**src/rtl/lcd_timing_engine.sv**
```systemverilog
// lcd_timing_engine: pixel-clock timing generator for TFT panels.
// Issues framebuffer fetch requests ahead of display, then delays HS/VS/DE
// so they line up with read data returned FETCH_LAT cycles later.
// Enable is sampled only at the frame boundary; frames are counted.
module lcd_timing_engine #(
  parameter int H_FRONT   = 24,
  parameter int H_SYNC    = 72,
  parameter int H_BACK    = 96,
  parameter int H_ACT     = 800,
  parameter int V_FRONT   = 3,
  parameter int V_SYNC    = 10,
  parameter int V_BACK    = 7,
  parameter int V_ACT     = 480,
  parameter int HS_POL    = 0,
  parameter int VS_POL    = 0,
  parameter int FETCH_LAT = 2,
  parameter int CW        = 11,
  parameter int ADDR_W    = 22
) (
  input  logic              iCLK,
  input  logic              iRST_N,
  input  logic              iEnable,
  input  logic [7:0]        iRed,
  input  logic [7:0]        iGreen,
  input  logic [7:0]        iBlue,
  output logic              oRequest,
  output logic [ADDR_W-1:0] oAddress,
  output logic [CW-1:0]     oCurrent_X,
  output logic [CW-1:0]     oCurrent_Y,
  output logic              oFrameStart,
  output logic [15:0]       oFrameCount,
  output logic [7:0]        oLCD_R,
  output logic [7:0]        oLCD_G,
  output logic [7:0]        oLCD_B,
  output logic              oLCD_HS,
  output logic              oLCD_VS,
  output logic              oLCD_DE
);

  localparam int H_BLANK = H_FRONT + H_SYNC + H_BACK;
  localparam int H_TOTAL = H_BLANK + H_ACT;
  localparam int V_BLANK = V_FRONT + V_SYNC + V_BACK;
  localparam int V_TOTAL = V_BLANK + V_ACT;
  localparam int D       = FETCH_LAT + 1;

  localparam logic [CW-1:0] H_LAST = CW'(H_TOTAL - 1);
  localparam logic [CW-1:0] V_LAST = CW'(V_TOTAL - 1);
  localparam logic [CW-1:0] H_BL   = CW'(H_BLANK);
  localparam logic [CW-1:0] V_BL   = CW'(V_BLANK);
  localparam logic [CW-1:0] HS_BEG = CW'(H_FRONT);
  localparam logic [CW-1:0] HS_END = CW'(H_FRONT + H_SYNC);
  localparam logic [CW-1:0] VS_BEG = CW'(V_FRONT);
  localparam logic [CW-1:0] VS_END = CW'(V_FRONT + V_SYNC);

  logic [CW-1:0]     h, v;
  logic              en_q;
  logic              line_end, frame_end;
  logic              act, req, hs_a, vs_a, de_a;
  logic [D-1:0]      hs_sr, vs_sr, de_sr;
  logic              de_dly;
  logic [7:0]        r_q, g_q, b_q;
  logic [ADDR_W-1:0] addr_q;
  logic [15:0]       frame_cnt;

  assign line_end  = (h == H_LAST);
  assign frame_end = line_end && (v == V_LAST);

  // Horizontal / vertical position counters
  always_ff @(posedge iCLK or negedge iRST_N) begin
    if (!iRST_N) begin
      h <= '0;
      v <= '0;
    end else if (line_end) begin
      h <= '0;
      v <= (v == V_LAST) ? '0 : v + CW'(1);
    end else begin
      h <= h + CW'(1);
    end
  end

  // Enable latch and frame counter, both updated only at the frame boundary
  always_ff @(posedge iCLK or negedge iRST_N) begin
    if (!iRST_N) begin
      en_q      <= 1'b0;
      frame_cnt <= '0;
    end else if (frame_end) begin
      en_q      <= iEnable;
      frame_cnt <= frame_cnt + 16'd1;
    end
  end

  assign act  = (h >= H_BL) && (v >= V_BL);
  assign req  = act && en_q;
  assign hs_a = (h >= HS_BEG) && (h < HS_END);
  assign vs_a = (v >= VS_BEG) && (v < VS_END);
  assign de_a = req;

  assign oRequest    = req;
  assign oCurrent_X  = req ? (h - H_BL) : '0;
  assign oCurrent_Y  = req ? (v - V_BL) : '0;
  assign oFrameStart = (h == '0) && (v == '0);
  assign oFrameCount = frame_cnt;
  assign oAddress    = addr_q;

  // Linear pixel address: raster order means a running count equals y*H_ACT+x
  always_ff @(posedge iCLK or negedge iRST_N) begin
    if (!iRST_N) begin
      addr_q <= '0;
    end else if (oFrameStart) begin
      addr_q <= '0;
    end else if (req) begin
      addr_q <= addr_q + ADDR_W'(1);
    end
  end

  // Sync/DE delay line of depth FETCH_LAT+1
  generate
    if (D > 1) begin : g_sr_deep
      always_ff @(posedge iCLK or negedge iRST_N) begin
        if (!iRST_N) begin
          hs_sr <= '0;
          vs_sr <= '0;
          de_sr <= '0;
        end else begin
          hs_sr <= {hs_sr[D-2:0], hs_a};
          vs_sr <= {vs_sr[D-2:0], vs_a};
          de_sr <= {de_sr[D-2:0], de_a};
        end
      end
    end else begin : g_sr_single
      always_ff @(posedge iCLK or negedge iRST_N) begin
        if (!iRST_N) begin
          hs_sr <= '0;
          vs_sr <= '0;
          de_sr <= '0;
        end else begin
          hs_sr <= hs_a;
          vs_sr <= vs_a;
          de_sr <= de_a;
        end
      end
    end
  endgenerate

  // DE delayed by FETCH_LAT marks the cycle the requested pixel arrives;
  // with zero latency the data arrives on the request cycle itself
  generate
    if (FETCH_LAT == 0) begin : g_tap_now
      assign de_dly = de_a;
    end else begin : g_tap_sr
      assign de_dly = de_sr[FETCH_LAT-1];
    end
  endgenerate

  // Pixel output register, blanked outside the data-enable window
  always_ff @(posedge iCLK or negedge iRST_N) begin
    if (!iRST_N) begin
      r_q <= '0;
      g_q <= '0;
      b_q <= '0;
    end else if (de_dly) begin
      r_q <= iRed;
      g_q <= iGreen;
      b_q <= iBlue;
    end else begin
      r_q <= '0;
      g_q <= '0;
      b_q <= '0;
    end
  end

  assign oLCD_R  = r_q;
  assign oLCD_G  = g_q;
  assign oLCD_B  = b_q;
  assign oLCD_DE = de_sr[D-1];
  assign oLCD_HS = (HS_POL != 0) ? hs_sr[D-1] : ~hs_sr[D-1];
  assign oLCD_VS = (VS_POL != 0) ? vs_sr[D-1] : ~vs_sr[D-1];

endmodule
```
**config.mk**
```make
export PLATFORM = sky130hd
export DESIGN_NAME = lcd_timing_engine
export DESIGN_NICKNAME = d
export VERILOG_FILES = /design/src/rtl/lcd_timing_engine.sv
export SDC_FILE = /design/constraint.sdc
export NUM_CORES = 1
export LEC_CHECK = 0
export CAP_MARGIN = 30
export CORE_MARGIN = 10
export CORE_UTILIZATION = 50
export DETAILED_ROUTE_END_ITERATION = 8
export PLACE_DENSITY = 0.9
export SETUP_SLACK_MARGIN = 0.3
export SYNTH_ARGS = -nofsm -noshare
export SYNTH_HDL_FRONTEND = slang
export SYNTH_SLANG_ARGS = --single-unit
```
**constraint.sdc**
```tcl
create_clock -name iCLK -period 4.6 [get_ports iCLK]
set_clock_uncertainty 0.1 [all_clocks]
set_input_delay 1.38 -clock iCLK [delete_from_list [all_inputs] [get_ports iCLK]]
set_output_delay 1.38 -clock iCLK [all_outputs]
set_load 0.02 [all_outputs]
```
==> summary.txt, run 1 <==
Die
  – Total core area: around 9100 um^2
  – Initial Utilization: 0.509
  – Rows: 35
  – Die Span Y: approximately 120 um
  – Die X: 116 um
  – Boundary pin count: 116
  – Full die area: roughly 14000 um^2

STA
  – RSZ-0062 raised after global routing: no
  – Peak Freq: 239 MHz
  – Setup violators final: 0
  – Period utilization: 0.911
  – Fin. Hold Viols: 0
  – Setup TNS: 0 ns
  – Minimum clock period: between 4 and 5 ns
  – Final Worst Setup Slack: roughly 0.41 ns
  – Hold_ws: 0.247 ns
  – Rel. slew slack: 0.405
  – Worst-margin pin slew: 0.889 ns
  – Final Slew Violations: 0

Placed design
  – Dpl cells: between 600 and 700
  – Dpl hpwl: roughly 8600 um
  – Placement Cell Area: between 5000 and 6000 um^2
  – Pre-CTS setup slack: about 0.37 ns
  – # port buffers: 115
  – GPL Wtd Cong: about 0.86

Power and ir drop
  – Switch Pwr: 336 uW
  – Total Power: around 1.4 mW
  – Power share of the sequential group: 0.572
  – Power Internal: approximately 1.1 mW
  – PwrDens: around 240 nW/um^2
  – Worst vdd ir: 167 uV
  – Clk pwr share: 0.402
  – Net Sw Frac: 0.233
  – Combinational share of power: 0.026
  – P_leak: 2.87 nW

Logic synthesis
  – Syn. warnings: 0
  – Synthesized area: around 4600 um^2
  – Syn nets: approximately 480
  – Leading area contributor after synthesis: dfrtp_1
  – Commonest register cell after synthesis: dfrtp_1
  – Seq/Total Area, Yosys: 0.508
  – Avg Inst Size Synth: 10.5 um^2
  – Yosys top cell area share: 0.508
  – Post-synth top cells: dfrtp_1 (94), nor2_1 (46), xnor2_1 (36), and2_1 (33)
  – Ys async rst share: 1.00
  – Post-synth EDFFs: 0
  – Most common cell in the netlist: dfrtp_1
  – Unique masters post-synth: between 40 and 50
  – Cells after synthesis: around 440
  – Top cells by area, synth: dfrtp_1 (51%), xnor2_1 (6.8%), and2_1 (4.5%), nor2_1 (3.7%), ha_1 (3.2%)
  – Flops & latches, synth: 94

Critical path
  – Worst EP required: around 3.1 ns
  – Worst setup EP type: output port
  – Crit Path Max Fanout: 9
  – Worst EP arrival: between 2 and 3 ns
  – Slowest-stage cell, CP: clkdlybuf4s50_1
  – Crit Path Class: register to output port
  – CP cell instances: inv_1 -> ha_1 -> a211o_1 -> a2111o_1 -> nand2_2 -> nor2_1 -> clkdlybuf4s50_1
  – Setup crit start kind: register
  – Slowest Stage Delay on Critical Path: roughly 0.57 ns

Final layout
  – Multi-input logic area: about 2000 um^2
  – Synth-to-Final Area Change: 29.6%
  – Reg area: ~2400 um^2
  – Non-filler cells, final: ~670
  – FILL cells: 728
  – Diodes inserted: 0
  – Post-layout util: 0.659
  – Nets@finish: just under 600
  – Layout cells sized above 1: 0.0878
  – Design Area, Final: around 6000 um^2

Outcome
  – Outcome: finished, final reports clean

Detailed routing
  – Via count: ~3700
  – TritonRoute pass-1 iters: 5
  – Post-DRT Antenna Nets: 0
  – Drt via density: approximately 5.5
  – WL per Instance: 17.4 um
  – Drc violations: 0
  – Iteration-0 DRC Markers: approximately 340
  – Detailed-route wire length: between 10000 and 15000 um

Clock network
  – Clock latency at the later pin of the worst-skew pair: 0.36 ns
  – # H-tree levels: 3
  – Clock transition at path regs: ~0.10 ns
  – CTS Hold Bufs: 0
  – CTS tree: yes
  – Total CTS buffers: 9
  – Clock Sinks: between 90 and 100
  – Clock tree buffer depth: 2
  – CTS root buf: clkbuf_8

Global routing
  – Grt ovf: 0
  – Overall Global Routing Usage: 0.171
  – Vias in the first global route: roughly 3600
  – Initial antenna violation count: 0
  – Largest net degree at the start of global routing: 64
  – Global-route wire length before repair: ~19000 um

Job
  – Max_cap viols: 0

Min path
  – Worst Hold Class: register to register
## power groups by stage
stage,Clock (mW),Sequential [mW],Combinational [mW]
3_3_place_gp,0,0.842,0.0383
6_report,0.581,0.826,0.0379
3_5_place_dp,0,0.842,0.0393
4_1_cts,0.592,0.826,0.0394
2_1_floorplan,0,0.842,0.00000886
5_1_grt,0.631,0.826,0.0425
## placed cells by master, fill, tap and decap left out, types with 3 or more instances in the layout
cell type and instances:
nand3_1 23, nand4_1 18, clkbuf_8 9, inv_1 14
or4_4 3, nor2_1 46, buf_4 11, and3_1 15
dlymetal6s2s_1 8, clkdlybuf4s50_1 93, xnor2_1 36, and4_1 6
a21oi_1 10, or3_1 4, ha_1 12, o21ai_0 19
xor2_1 10, dlygate4sd2_1 13, mux2_2 3, nor4_1 7
and2_1 33, nand2_1 22, nor3_1 8, dfrtp_1 92
## metal layers
layer | GRT usage | share of wire
met1 | 0.222 | 0.42
met5 | 0 | 0
met3 | 0.0514 | 0.097
met2 | 0.265 | 0.47
met4 | 0.0617 | 0.016
## timing repair
action / 4_1_cts / 5_1_grt
resized for setup: 16 / 8
pin swaps: 1 / 0
buffers inserted: 1 / 3
endpoints found under the setup margin: 24 / 11
## worst max-delay path, delay by kind of cell (launching register included)
family / cells / cell delay, ns
flops: 1 / 0.41
compound gates: 2 / 0.77
fa+ha+maj: 1 / 0.24
buf+inv: 2 / 0.67
simple gates: 2 / 0.25
## registers in the layout (all words and copies together) (netlist names)
| name | flops |
|---|---|
| de_sr | 3 |
| oAddress | 22 |
| oLCD_B | 8 |
| en_q | 1 |
| oFrameCount | 16 |
| h | 11 |
| v | 11 |
| oLCD_R | 8 |
| hs_sr | 3 |
| vs_sr | 3 |
| oLCD_G | 8 |
## path summary, 6_finish.rpt
check,startpoint,to,slack (ns),depth (start not counted)
min in group asynchronous,iRST_N,oAddress[18],0.92,2
setup reg to reg,v[0],oFrameCount[1],1.72,5
hold / removal,vs_sr[1],vs_sr[2],0.25,0
max in group asynchronous,iRST_N,oFrameCount[0],2.80,2
setup / recovery,v[0],oCurrent_Y[5],0.41,7
hold reg to reg,vs_sr[1],vs_sr[2],0.25,0
## cells by family (layout without fill, tap and decap cells)
kind of cell / Yosys count / in the layout / share of synthesized area
AOI/OAI and AO/OA: 41 / 41 / 0.0567
xor gates and xnor gates: 46 / 46 / 0.0870
adders and majority gates: 12 / 12 / 0.0324
buffers and inverters: 41 / 156 / 0.0578
DFF: 94 / 94 / 0.508
muxes: 5 / 5 / 0.0116
and+or+nand+nor: 204 / 204 / 0.247
## final cells by class
type                            count  area share
Inverter                           14     0.00875
Tap cell                          111      0.0231
Sequential cell                    94       0.392
Clock buffer                        9      0.0206
Clock inverter                      7      0.0142
Multi-Input combinational cell    308       0.335
Timing Repair Buffer              126       0.206
(Power assumes the default switching activity.)
==> run 2, diff against run 1 <==
- SKIP_LAST_GASP: unset -> 1
==> results of run 2 <==
No change in the layout: final DEF, timing and power equal those of run 1.
